==> config.mk <==
export PLATFORM = sky130hd
export DESIGN_NAME = boa_sram16_ctrl
export DESIGN_NICKNAME = d
export VERILOG_FILES = /design/src/rtl/boa_sram_pkg.sv /design/src/rtl/boa_sram16_ctrl.sv
export SDC_FILE = /design/constraint.sdc
export NUM_CORES = 1
export LEC_CHECK = 0
export CELL_PAD_IN_SITES_DETAIL_PLACEMENT = 0
export CELL_PAD_IN_SITES_GLOBAL_PLACEMENT = 2
export CORE_MARGIN = 3
export CORE_UTILIZATION = 30
export DETAILED_ROUTE_END_ITERATION = 7
export GPL_TIMING_DRIVEN = 0
export PLACE_DENSITY = 0.94
export SYNTH_ARGS = -nofsm -noshare
export SYNTH_HDL_FRONTEND = slang
export SYNTH_SLANG_ARGS = --single-unit
==> constraint.sdc <==
create_clock -name clk -period 4 [get_ports clk]
set_clock_uncertainty 0.2 [all_clocks]
set_input_delay 1 -clock clk [delete_from_list [all_inputs] [get_ports clk]]
set_output_delay 1 -clock clk [all_outputs]
set_load 0.05 [all_outputs]
==> src/rtl/boa_sram_pkg.sv <==
// Shared types and constants for the boa external 16-bit asynchronous SRAM controller.
package boa_sram_pkg;

  localparam int SRAM_WAIT_BITS = 4;

  typedef logic [SRAM_WAIT_BITS-1:0] wait_cnt_t;

  typedef enum logic [2:0] {
    IDLE   = 3'd0,
    SETUP  = 3'd1,
    STROBE = 3'd2,
    HOLD   = 3'd3,
    TURN   = 3'd4,
    DONE   = 3'd5
  } sram_state_t;

  // Active-low {ub_n, lb_n} for one 16-bit half; reads always enable both bytes.
  function automatic logic [1:0] lane_n(input logic is_wr, input logic [1:0] we_half);
    logic [1:0] lanes;
    if (is_wr) begin
      lanes = ~we_half;
    end else begin
      lanes = 2'b00;
    end
    return lanes;
  endfunction

endpackage

==> src/rtl/boa_sram16_ctrl.sv <==
// Splits each 32-bit bus access into one or two 16-bit asynchronous SRAM cycles with
// programmable strobe wait states, byte-lane strobes and a write-to-read turnaround.
module boa_sram16_ctrl
  import boa_sram_pkg::*;
#(
  parameter int alen    = 16,
  parameter int wait_rd = 2,
  parameter int wait_wr = 2
) (
  input  logic            clk,
  input  logic            rst,
  input  logic            bus_re,
  input  logic [3:0]      bus_we,
  input  logic [alen-1:0] bus_addr,
  input  logic [31:0]     bus_wdata,
  output logic [31:0]     bus_rdata,
  output logic            bus_ready,
  output logic [alen-2:0] sram_a,
  output logic [15:0]     sram_dq_o,
  input  logic [15:0]     sram_dq_i,
  output logic            sram_dq_oe,
  output logic            sram_ce_n,
  output logic            sram_oe_n,
  output logic            sram_we_n,
  output logic            sram_lb_n,
  output logic            sram_ub_n
);

  localparam wait_cnt_t RD_WAIT = wait_cnt_t'(wait_rd);
  localparam wait_cnt_t WR_WAIT = wait_cnt_t'(wait_wr);

  sram_state_t     state_r;
  wait_cnt_t       cnt_r;
  logic            half_r;
  logic            is_wr_r;
  logic            prev_wr_r;
  logic [3:0]      we_r;

  logic            req_wr_s;
  logic            req_rd_s;
  logic            setup_half_s;
  logic            setup_wr_s;
  logic [3:0]      setup_we_s;
  logic [1:0]      setup_lanes_s;
  logic [alen-2:0] setup_a_s;
  logic [15:0]     setup_dq_s;
  logic            unused_s;

  assign unused_s = ^bus_addr[1:0];
  assign req_wr_s = (bus_we != 4'b0000);
  assign req_rd_s = bus_re && !req_wr_s;

  // Address, lanes and data for the half presented by the next SETUP cycle
  always_comb begin
    if (state_r == IDLE) begin
      setup_half_s = req_wr_s && (bus_we[1:0] == 2'b00);
      setup_wr_s   = req_wr_s;
      setup_we_s   = bus_we;
    end else begin
      setup_half_s = (state_r == STROBE) || (state_r == HOLD);
      setup_wr_s   = is_wr_r;
      setup_we_s   = we_r;
    end
    setup_a_s     = {bus_addr[alen-1:2], setup_half_s};
    setup_lanes_s = lane_n(setup_wr_s, setup_half_s ? setup_we_s[3:2] : setup_we_s[1:0]);
    setup_dq_s    = setup_half_s ? bus_wdata[31:16] : bus_wdata[15:0];
  end

  // Access sequencer; every SRAM pin and bus response is registered here
  always_ff @(posedge clk or negedge rst) begin
    if (!rst) begin
      state_r    <= IDLE;
      cnt_r      <= wait_cnt_t'(0);
      half_r     <= 1'b0;
      is_wr_r    <= 1'b0;
      prev_wr_r  <= 1'b0;
      we_r       <= 4'b0000;
      bus_rdata  <= 32'h0000_0000;
      bus_ready  <= 1'b0;
      sram_a     <= {(alen-1){1'b0}};
      sram_dq_o  <= 16'h0000;
      sram_dq_oe <= 1'b0;
      sram_ce_n  <= 1'b1;
      sram_oe_n  <= 1'b1;
      sram_we_n  <= 1'b1;
      sram_lb_n  <= 1'b1;
      sram_ub_n  <= 1'b1;
    end else begin
      case (state_r)
        IDLE: begin
          bus_ready <= 1'b0;
          if (req_wr_s || req_rd_s) begin
            is_wr_r   <= req_wr_s;
            we_r      <= bus_we;
            prev_wr_r <= req_wr_s;
            if (req_rd_s && prev_wr_r) begin
              // Give the pads a cycle to release the bus before the SRAM drives it
              state_r    <= TURN;
              half_r     <= 1'b0;
              sram_ce_n  <= 1'b1;
              sram_dq_oe <= 1'b0;
            end else begin
              state_r                <= SETUP;
              half_r                 <= setup_half_s;
              sram_a                 <= setup_a_s;
              {sram_ub_n, sram_lb_n} <= setup_lanes_s;
              sram_dq_o              <= setup_dq_s;
              sram_dq_oe             <= setup_wr_s;
              sram_ce_n              <= 1'b0;
            end
          end else begin
            state_r <= IDLE;
          end
        end

        TURN: begin
          state_r                <= SETUP;
          half_r                 <= setup_half_s;
          sram_a                 <= setup_a_s;
          {sram_ub_n, sram_lb_n} <= setup_lanes_s;
          sram_dq_o              <= setup_dq_s;
          sram_dq_oe             <= setup_wr_s;
          sram_ce_n              <= 1'b0;
        end

        SETUP: begin
          state_r   <= STROBE;
          cnt_r     <= is_wr_r ? WR_WAIT : RD_WAIT;
          sram_oe_n <= is_wr_r;
          sram_we_n <= !is_wr_r;
        end

        STROBE: begin
          if (cnt_r != wait_cnt_t'(0)) begin
            cnt_r <= cnt_r - wait_cnt_t'(1);
          end else begin
            sram_oe_n <= 1'b1;
            sram_we_n <= 1'b1;
            if (is_wr_r) begin
              state_r <= HOLD;
            end else begin
              if (half_r) begin
                bus_rdata[31:16] <= sram_dq_i;
              end else begin
                bus_rdata[15:0]  <= sram_dq_i;
              end
              if (!half_r) begin
                state_r                <= SETUP;
                half_r                 <= setup_half_s;
                sram_a                 <= setup_a_s;
                {sram_ub_n, sram_lb_n} <= setup_lanes_s;
                sram_dq_o              <= setup_dq_s;
                sram_dq_oe             <= setup_wr_s;
              end else begin
                state_r    <= DONE;
                bus_ready  <= 1'b1;
                sram_ce_n  <= 1'b1;
                sram_dq_oe <= 1'b0;
                sram_lb_n  <= 1'b1;
                sram_ub_n  <= 1'b1;
              end
            end
          end
        end

        HOLD: begin
          if (!half_r && (we_r[3:2] != 2'b00)) begin
            state_r                <= SETUP;
            half_r                 <= setup_half_s;
            sram_a                 <= setup_a_s;
            {sram_ub_n, sram_lb_n} <= setup_lanes_s;
            sram_dq_o              <= setup_dq_s;
            sram_dq_oe             <= setup_wr_s;
          end else begin
            state_r    <= DONE;
            bus_ready  <= 1'b1;
            sram_ce_n  <= 1'b1;
            sram_dq_oe <= 1'b0;
            sram_lb_n  <= 1'b1;
            sram_ub_n  <= 1'b1;
          end
        end

        DONE: begin
          state_r   <= IDLE;
          bus_ready <= 1'b0;
        end

        default: begin
          state_r    <= IDLE;
          bus_ready  <= 1'b0;
          sram_ce_n  <= 1'b1;
          sram_oe_n  <= 1'b1;
          sram_we_n  <= 1'b1;
          sram_dq_oe <= 1'b0;
        end
      endcase
    end
  end

endmodule

==> impl_metrics.json, run 1 <==
{
  "period_share_pct": 78.5,
  "reg2reg_setup_slack_ns": 1.56,
  "crit_arrival_ns": 3.14,
  "worstPathMaxFanout": 10,
  "drc": 0,
  "synth_compound_area_share_pct": 9.61,
  "path_cells": "clkdlybuf4s50_1 -> nor4_2 -> a32oi_1 -> o2111ai_2 -> clkbuf_1 -> o21ai_0",
  "crit_path_end_kind": "flop",
  "post_cts_buffers": 0,
  "slowest_delay_ns": 0.61,
  "grt_pass1_wl_um": 16500,
  "drv_slew": 0,
  "ys.warnings.count": 0,
  "dr.pass1.iters": 4,
  "yosys_register_bits": 83,
  "root_buffer": "clkbuf_16",
  "cts_tree": "yes",
  "slew_headroom_pct": 52.5,
  "yosys.area_share.simple_pct": 8.53,
  "fmax_ghz": 0.318,
  "synth_edf_count": 0,
  "reg2regPathDepth": 8,
  "netlist_area_mm2": 0.00372,
  "die_h_um": 117,
  "startpoint_type": "primary input",
  "ctsHoldBuffers": 0,
  "drt_iter0_markers": 123,
  "async_flop_share_pct": 100,
  "layout.nets": 523,
  "cts_buffers": 9,
  "start_util_pct": 30.9,
  "gp_congestion": 0.839,
  "place_hpwl_um": 7580,
  "synth_cells": 300,
  "final.fill_count": 1152,
  "cap_violations": 0,
  "wire_per_inst_um": 16.2,
  "antenna_cells": 0,
  "die_area_mm2": 0.0138,
  "avgViaCountPerCell": 4.68,
  "ios": 141,
  "clock_sink_count": 83,
  "hold_path_class": "reg2reg",
  "drive_gt1_share_pct": 19.3,
  "synth-xor-area-share_pct": 0.470,
  "first_global_vias": 3115,
  "die_w_um": 117,
  "worstSetupPathType": "in2reg",
  "postSynthAreaPerCell_um2": 12.4,
  "num_rows": 40,
  "antenna_found_initial": 0,
  "yosysSeqAreaShare_pct": 55.9,
  "synth_ff_type": "dfrtp_1",
  "tightest_slew_ns": 0.707,
  "grt_max_degree": 64,
  "r2r-start": "cnt_r[0]",
  "path_delay_family": "buffers and inverters",
  "core_mm2": 0.0121,
  "synthDistinctLibCells": 41,
  "wl_um": 10100,
  "yosys.area_share.adder_pct": 0.672,
  "layout_commonest_cell": "clkdlybuf4s50_1",
  "hold_viol": 0,
  "hold_depth": 2,
  "synth_mux_area_share_pct": 21.7,
  "post_cts_resized": 0,
  "grt_overflow_total": 0,
  "setup_viol": 0,
  "cts_max_level": 3,
  "cts.clk_slew.worst_paths_ns": 0.06,
  "rsz0062_at_grt": "no",
  "outcome": "finished, final reports clean",
  "syn-num-nets": 373,
  "clockBufferDepth": 2,
  "hold-path-endpoint": "sram_dq_o[2]",
  "vias": 2914,
  "track_usage_pct": 15.1,
  "critPathBufInv": 2,
  "clk_latency_ns": 0.34,
  "tns_ns": 0,
  "final_cell_mix": "clkdlybuf4s50_1 (137), dfrtp_1 (78), mux2_2 (38)",
  "syn_to_final_growth_pct": 51.8,
  "finalCriticalPeriod_ns": 3.14,
  "port_buffers": 138,
  "ant_nets": 0,
  "cpMaxStageDelayCell": "nor4_2",
  "synth_top_family_by_area": "multiplexers",
  "rr_endpoint": "bus_rdata[14]",
  "min_from": "sram_dq_o[2]",
  "required_ns": 4.00
}
-- how the worst max path moves through the flow --
stage | from | end | slack, ns | depth (start not counted)
finish | bus_we[0] | sram_dq_o[13] | 0.86 | 6
global route | bus_we[0] | sram_dq_o[8] | 0.63 | 6
CTS | bus_we[0] | sram_dq_o[13] | 0.78 | 6
detailed placement | bus_we[0] | sram_dq_o[13] | 0.44 | 6
global placement | rst | bus_rdata[1] | -1.30 | 1
floorplan | bus_we[0] | sram_a[10] | 1.40 | 5
-- cells by family (layout without fill, tap and decap cells) --
| group | count (synthesis) | count (layout) |
|---|---|---|
| flip-flops | 83 | 83 |
| multiplexers | 71 | 71 |
| AND/OR/NAND/NOR | 63 | 63 |
| AO/OA/AOI/OAI | 57 | 57 |
| buffers and inverters | 22 | 177 |
| adder cells (fa/ha/maj) | 2 | 2 |
| XOR/XNOR | 2 | 2 |
-- worst reg2reg max path: cells and delay by family (launching register included) --
kind,cells,cell delay (ns)
adders and majority gates,1,0.15
muxes,1,0.31
DFF,1,0.38
buffers and inverters,3,0.50
and+or+nand+nor,3,0.79
-- flip-flops by register name, indices dropped and copies added (netlist names), 3 cells and up --
signal / flops
cnt_r: 4
we_r: 4
sram_dq_o: 16
sram_a: 15
state_r: 3
bus_rdata: 32
-- final cells by class --
class	instances	area [µm²]	share of cell area (%)
Inverter	6	22.5	0.398
Multi-Input combinational cell	195	1530	27.0
Clock inverter	4	56.3	0.996
Clock buffer	12	256	4.54
Tap cell	168	210	3.72
Sequential cell	83	2080	36.8
Timing Repair Buffer	139	1410	24.9
Buffer	16	92.6	1.64
-- per-layer routing --
| metal | vias up | global-route usage (%) | part of all wire [%] |
|---|---|---|---|
| li1 | 1370 | - | - |
| met1 | 1417 | 17.7 | 42 |
| met2 | 109 | 24.5 | 47 |
| met3 | 18 | 6.51 | 8.5 |
| met4 | 0 | 6.01 | 2.5 |
| met5 | - | 0 | 0 |
-- per-stage QoR --
| step | instance area (µm²) | std cells | util (%) | hold WS, ns | worst slack, ns |
|---|---|---|---|---|---|
| 6_report | 5650 | 623 | 46.9 | 0.273 | 0.860 |
| 5_1_grt | 5650 | 623 | 46.9 | 0.311 | 0.632 |
| 4_1_cts | 5650 | 623 | 46.9 | 0.282 | 0.782 |
| 3_5_place_dp | 5340 | 607 | 44.3 | 0.269 | 0.438 |
| 3_3_place_gp | 5320 | 606 | 44.1 | 0.260 | -1.30 |
| 2_1_floorplan | 3720 | 300 | - | 0.253 | 1.40 |
-- cell usage after synthesis, drive strengths merged (2+ instances only) --
master / n / area, µm²
o21ai: 27 / 135
o2bb2ai: 2 / 17.5
dfrtp: 78 / 1950
a31oi: 2 / 12.5
nor3: 4 / 20.0
nand3: 3 / 15.0
or4: 2 / 15.0
mux2: 48 / 578
nand2: 25 / 93.8
nor2b: 3 / 18.8
mux2i: 23 / 230
nor3b: 2 / 31.3
o22a: 3 / 26.3
nand2b: 3 / 18.8
buf: 12 / 77.6
ha: 2 / 25.0
a22o: 4 / 35.0
dfstp: 5 / 131
a21oi: 11 / 55.1
inv: 6 / 22.5
xor2: 2 / 17.5
nor2: 15 / 56.3
clkbuf: 4 / 15.0
Power of run 1 is not shown: default switching activity piles up to over one toggle a cycle in this logic, so the estimate is an artifact.
==> run 2, diff against run 1 <==
--- a/config.mk
+++ b/config.mk
@@ -8,10 +8,10 @@
 export CELL_PAD_IN_SITES_DETAIL_PLACEMENT = 0
 export CELL_PAD_IN_SITES_GLOBAL_PLACEMENT = 2
 export CORE_MARGIN = 3
-export CORE_UTILIZATION = 30
+export CORE_UTILIZATION = 25
 export DETAILED_ROUTE_END_ITERATION = 7
 export GPL_TIMING_DRIVEN = 0
-export PLACE_DENSITY = 0.94
+export PLACE_DENSITY = 0.84
 export SYNTH_ARGS = -nofsm -noshare
 export SYNTH_HDL_FRONTEND = slang
 export SYNTH_SLANG_ARGS = --single-unit
==> constraint.sdc (replaced) <==
create_clock -name clk -period 2.8 [get_ports clk]
set_clock_uncertainty 0.2 [all_clocks]
set_input_delay 0.7 -clock clk [delete_from_list [all_inputs] [get_ports clk]]
set_output_delay 0.7 -clock clk [all_outputs]
set_load 0.05 [all_outputs]
==> run 2 against run 1 <==
  * Worst setup slack worse by 0.71 ns
  * Flip-flop and latch count unchanged
  * Critical path type unchanged
  * Die area up 19%
  * Sequential share of layout area down 0.48 points
==> impl_metrics.json, run 2 (synthesis results as in run 1) <==
{
  "drv_slew": 0,
  "required_ns": 2.82,
  "cpMaxStageDelayCell": "clkdlybuf4s50_1",
  "slowest_delay_ns": 0.52,
  "drc": 0,
  "layout.nets": 523,
  "path_cells": "clkdlybuf4s50_1 -> nor4_4 -> a32oi_1 -> o2111ai_2 -> buf_4 -> mux2_2",
  "die_area_mm2": 0.0164,
  "clock_sink_count": 83,
  "crit_arrival_ns": 2.68,
  "top_register": "bus_rdata",
  "slew_headroom_pct": 52.7,
  "wire_per_inst_um": 15.3,
  "crit_path_end_kind": "flop",
  "largest_reg_flops": 32,
  "grt_pass1_wl_um": 15800,
  "wl_um": 9670,
  "outcome": "finished, final reports clean",
  "core_mm2": 0.0142,
  "gp_congestion": 0.800,
  "first_global_vias": 3087,
  "hold_path_class": "in2async",
  "tightest_slew_ns": 0.705,
  "track_usage_pct": 12.2,
  "drive_gt1_share_pct": 19.6,
  "dr.pass1.iters": 4,
  "cts_max_level": 3,
  "cts_tree": "yes",
  "hold_viol": 0,
  "worstPathMaxFanout": 10,
  "antenna_cells": 0,
  "cts.clk_slew.worst_paths_ns": 0.06,
  "start_util_pct": 26.2,
  "cap_violations": 0,
  "die_h_um": 128,
  "fmax_ghz": 0.377,
  "ant_nets": 0,
  "cts_buffers": 9,
  "fin_util_pct": 40.3,
  "startpoint_type": "primary input",
  "reg_top3": "bus_rdata x32, sram_dq_o x16, sram_a x15",
  "setup_viol": 0,
  "period_share_pct": 94.7,
  "finalCriticalPeriod_ns": 2.65,
  "grt_overflow_total": 0,
  "layout_commonest_cell": "clkdlybuf4s50_1",
  "num_rows": 43,
  "drt_iter0_markers": 113,
  "worstSetupPathType": "in2reg",
  "grt_max_degree": 43,
  "root_buffer": "clkbuf_16",
  "die_w_um": 128,
  "vias": 2858,
  "place_hpwl_um": 7250,
  "rsz0062_at_grt": "no",
  "clockBufferDepth": 2,
  "final_cell_mix": "clkdlybuf4s50_1 (137), dfrtp_1 (78), mux2_2 (38)",
  "antenna_found_initial": 0,
  "avgViaCountPerCell": 4.52,
  "port_buffers": 138,
  "ios": 141,
  "syn_to_final_growth_pct": 53.8,
  "post_cts_buffers": 0,
  "clk_latency_ns": 0.34
}
-- run 2: critical path: cells and delay by family --
kind	cells	cell delay [ns]
buf+inv	2	0.77
simple gates	1	0.47
compound gates	2	0.39
mux	1	0.35
-- run 2: metrics by stage --
step / setup slack, ns / TNS [ns] / std cells / hold WS [ns] / cell area [µm²]
floorplan: 0.502 / 0 / 300 / 0.204 / 3720
global placement: -2.32 / -195.56 / 618 / 0.261 / 5330
detailed placement: -0.325 / -8.20 / 619 / 0.274 / 5360
CTS: 0.0461 / 0 / 633 / 0.171 / 5710
global route: 0.0247 / 0 / 633 / 0.188 / 5730
finish: 0.147 / 0 / 633 / 0.153 / 5730
-- run 2: layout make-up --
class | instances | area, µm²
flip-flops and latches | 83 | 2080
plain buffers | 16 | 92.6
clock inverters | 5 | 128
clock buffers | 9 | 225
multi-input cells | 195 | 1550
repair buffers | 139 | 1410
fillers | 1418 | 8470
inverters | 6 | 22.5
well taps | 180 | 225
-- run 2: routing by layer --
layer	vias to the layer above	track usage, %	routed length, µm	part of all wire, %
met1	1381	14.4	4040	42
met3	8	5.88	861	8.9
met5	-	0	0	0
met2	102	19.8	4680	48
li1	1367	-	-	-
met4	0	3.25	96	0.99
-- run 2: path summary, 6_finish.rpt --
check	slack, ns	end	cells after the start	from
hold reg to reg	0.28	sram_dq_o[6]	2	sram_dq_o[6]
min in group clk	0.28	sram_dq_o[6]	2	sram_dq_o[6]
setup reg to reg	0.39	bus_rdata[3]	8	cnt_r[0]
setup / recovery	0.15	sram_a[14]	6	bus_we[0]
hold / removal	0.15	bus_rdata[0]	1	rst
max in group asynchronous	1.59	sram_ub_n	2	rst
-- run 2: timing repair --
item	CTS	global route
setup endpoints to repair	0	25
hold buffers	0	0
resized for setup	0	3
Power of run 2 is left out for the same reason.
==> patch (settings of run 2) <==
Re-encode `sram_state_t` (6 states) as one-hot, 6 bits wide.
--- a/src/rtl/boa_sram_pkg.sv
+++ b/src/rtl/boa_sram_pkg.sv
@@ -7,9 +7,9 @@
 
-  typedef enum logic [2:0] {
-    IDLE   = 3'd0,
-    SETUP  = 3'd1,
-    STROBE = 3'd2,
-    HOLD   = 3'd3,
-    TURN   = 3'd4,
-    DONE   = 3'd5
+  typedef enum logic [5:0] {
+    IDLE   = 6'b000001,
+    SETUP  = 6'b000010,
+    STROBE = 6'b000100,
+    HOLD   = 6'b001000,
+    TURN   = 6'b010000,
+    DONE   = 6'b100000
   } sram_state_t;
Formal check against the unedited RTL: no difference found for any inputs over 10 cycles, from zero or initial values and one cycle with rst low; not proved beyond that.
==> patch against run 2 <==
Setup slack lost 0.019 ns. Design area increased by 4.5%. Wire length increased by 6.3%. Hold slack got worse by 0.13 ns. Final cell count up 6.6%. First-iteration DRC count fell by 1.8%. Critical path depth is 3 higher. Die area rose by 5.6%. Synthesized area increased by 5.9%. Sequential cell count increased by 3. Fmax decreased by 0.71%. Count of clock-buffer cells in the layout rose by 2.
==> patch: results (changes against run 2) <==
| Metric | Value |
|---|---|
| Leading post-synthesis cells by cell area | dfrtp_1 (51%), mux2_2 (14%), mux2_1 (8.8%) |
| Synth Net Count | 374 (+0.27%) |
| Asr flop ratio synth | 100.0% (unchanged) |
| Max incr delay on CP | 0.41 ns (-0.11 ns) |
| Post-CTS sizing | 2 (+2) |
| Routed wire length per instance | 15.22 um (-0.34%) |
| Vias in the first global route | 3288 (+6.5%) |
| Inst Count DP | 651 (+5.2%) |
| Initial DRC Count | 111 (-1.8%) |
| HPWL Detailed | 7693 um (+6.1%) |
| Sequential area share after synthesis | 54.74% (-1.2 points) |
| Vias | 2957 (+3.5%) |
| Slowest cell on the critical path | or3b_1 |
| Setup slack, reg-to-reg | 0.13 ns (-0.26 ns) |
| Largest regs | bus_rdata (32), sram_dq_o (16), sram_a (15) |
| Status | complete, no violations |
| Min Hold Slack | 0.02419 ns (-0.1284 ns) |
| Worst vdd ir | 707.1 uV |
| Setup Fix Bufs, Post-CTS | 5 (+5) |
| Final core utilization | 39.08% (-1.3 points) |
| All-Layer GR Usage | 12.41% (+0.23 points) |
| Largest net degree at the start of global routing | 71 (+65%) |
| Clk pwr | 1.18 mW |
| I/O Buffers | 138 (unchanged) |
| Count of pins over their slew limit | 0 (unchanged) |
| R2R depth | 9 (+1) |
| Fill cell total of the finished layout | 1527 (+7.7%) |
| Final cell count without fillers | 675 (+6.6%) |
| Multiplexer share of the synthesized area | 23.63% (+1.9 points) |
| Adder-Cell Fraction of Synth Area | 0.6343% (-0.038 points) |
| Crit path max-delay family | simple AND/OR/NAND/NOR gates |
| Ratio of cells with drive above 1 in the final layout | 22.20% (+2.6 points) |
| Crit path from | cnt_r[0]$_DFFE_PN0P_ |
| Synth Area in Compound Gates | 8.246% (-1.4 points) |
| First-pass GRT wire length | 17240 um (+8.9%) |
| Worst slew pin tran | 0.5885 ns (-0.1162 ns) |
| Cells after synthesis | 301 (+0.33%) |
| Nets | 532 (+1.7%) |
| Synth cell types | 51 (+24%) |
| Power Density | 1049 nW/um^2 |
patch: worst register-to-register path, cell delays in order, from the launching register on:
cell      delay (ns)
dfrtp_1         0.40
inv_1           0.09
ha_1            0.16
or3b_1          0.41
o211ai_2        0.29
o21ai_2         0.12
nor3b_4         0.17
buf_4           0.17
buf_4           0.20
mux2_2          0.35
patch: per-layer routing:
layer / global-route usage, % / vias to the layer above / part of all wire, %
li1: - / 1412 / -
met1: 13.49 / 1463 / 40
met2: 22.03 / 72 / 52
met3: 4.939 / 10 / 6.8
met4: 4.026 / 0 / 1.6
met5: 0 / - / 0
patch: final cells by class:
| cell class | count | share of cell area (%) |
|---|---|---|
| Sequential cell | 86 | 36.09 |
| Multi-Input combinational cell | 197 | 28.12 |
| Timing Repair Buffer | 147 | 24.50 |
| Tap cell | 211 | 4.411 |
| Clock buffer | 11 | 3.889 |
| Buffer | 12 | 1.610 |
| Clock inverter | 5 | 1.004 |
| Inverter | 6 | 0.3763 |
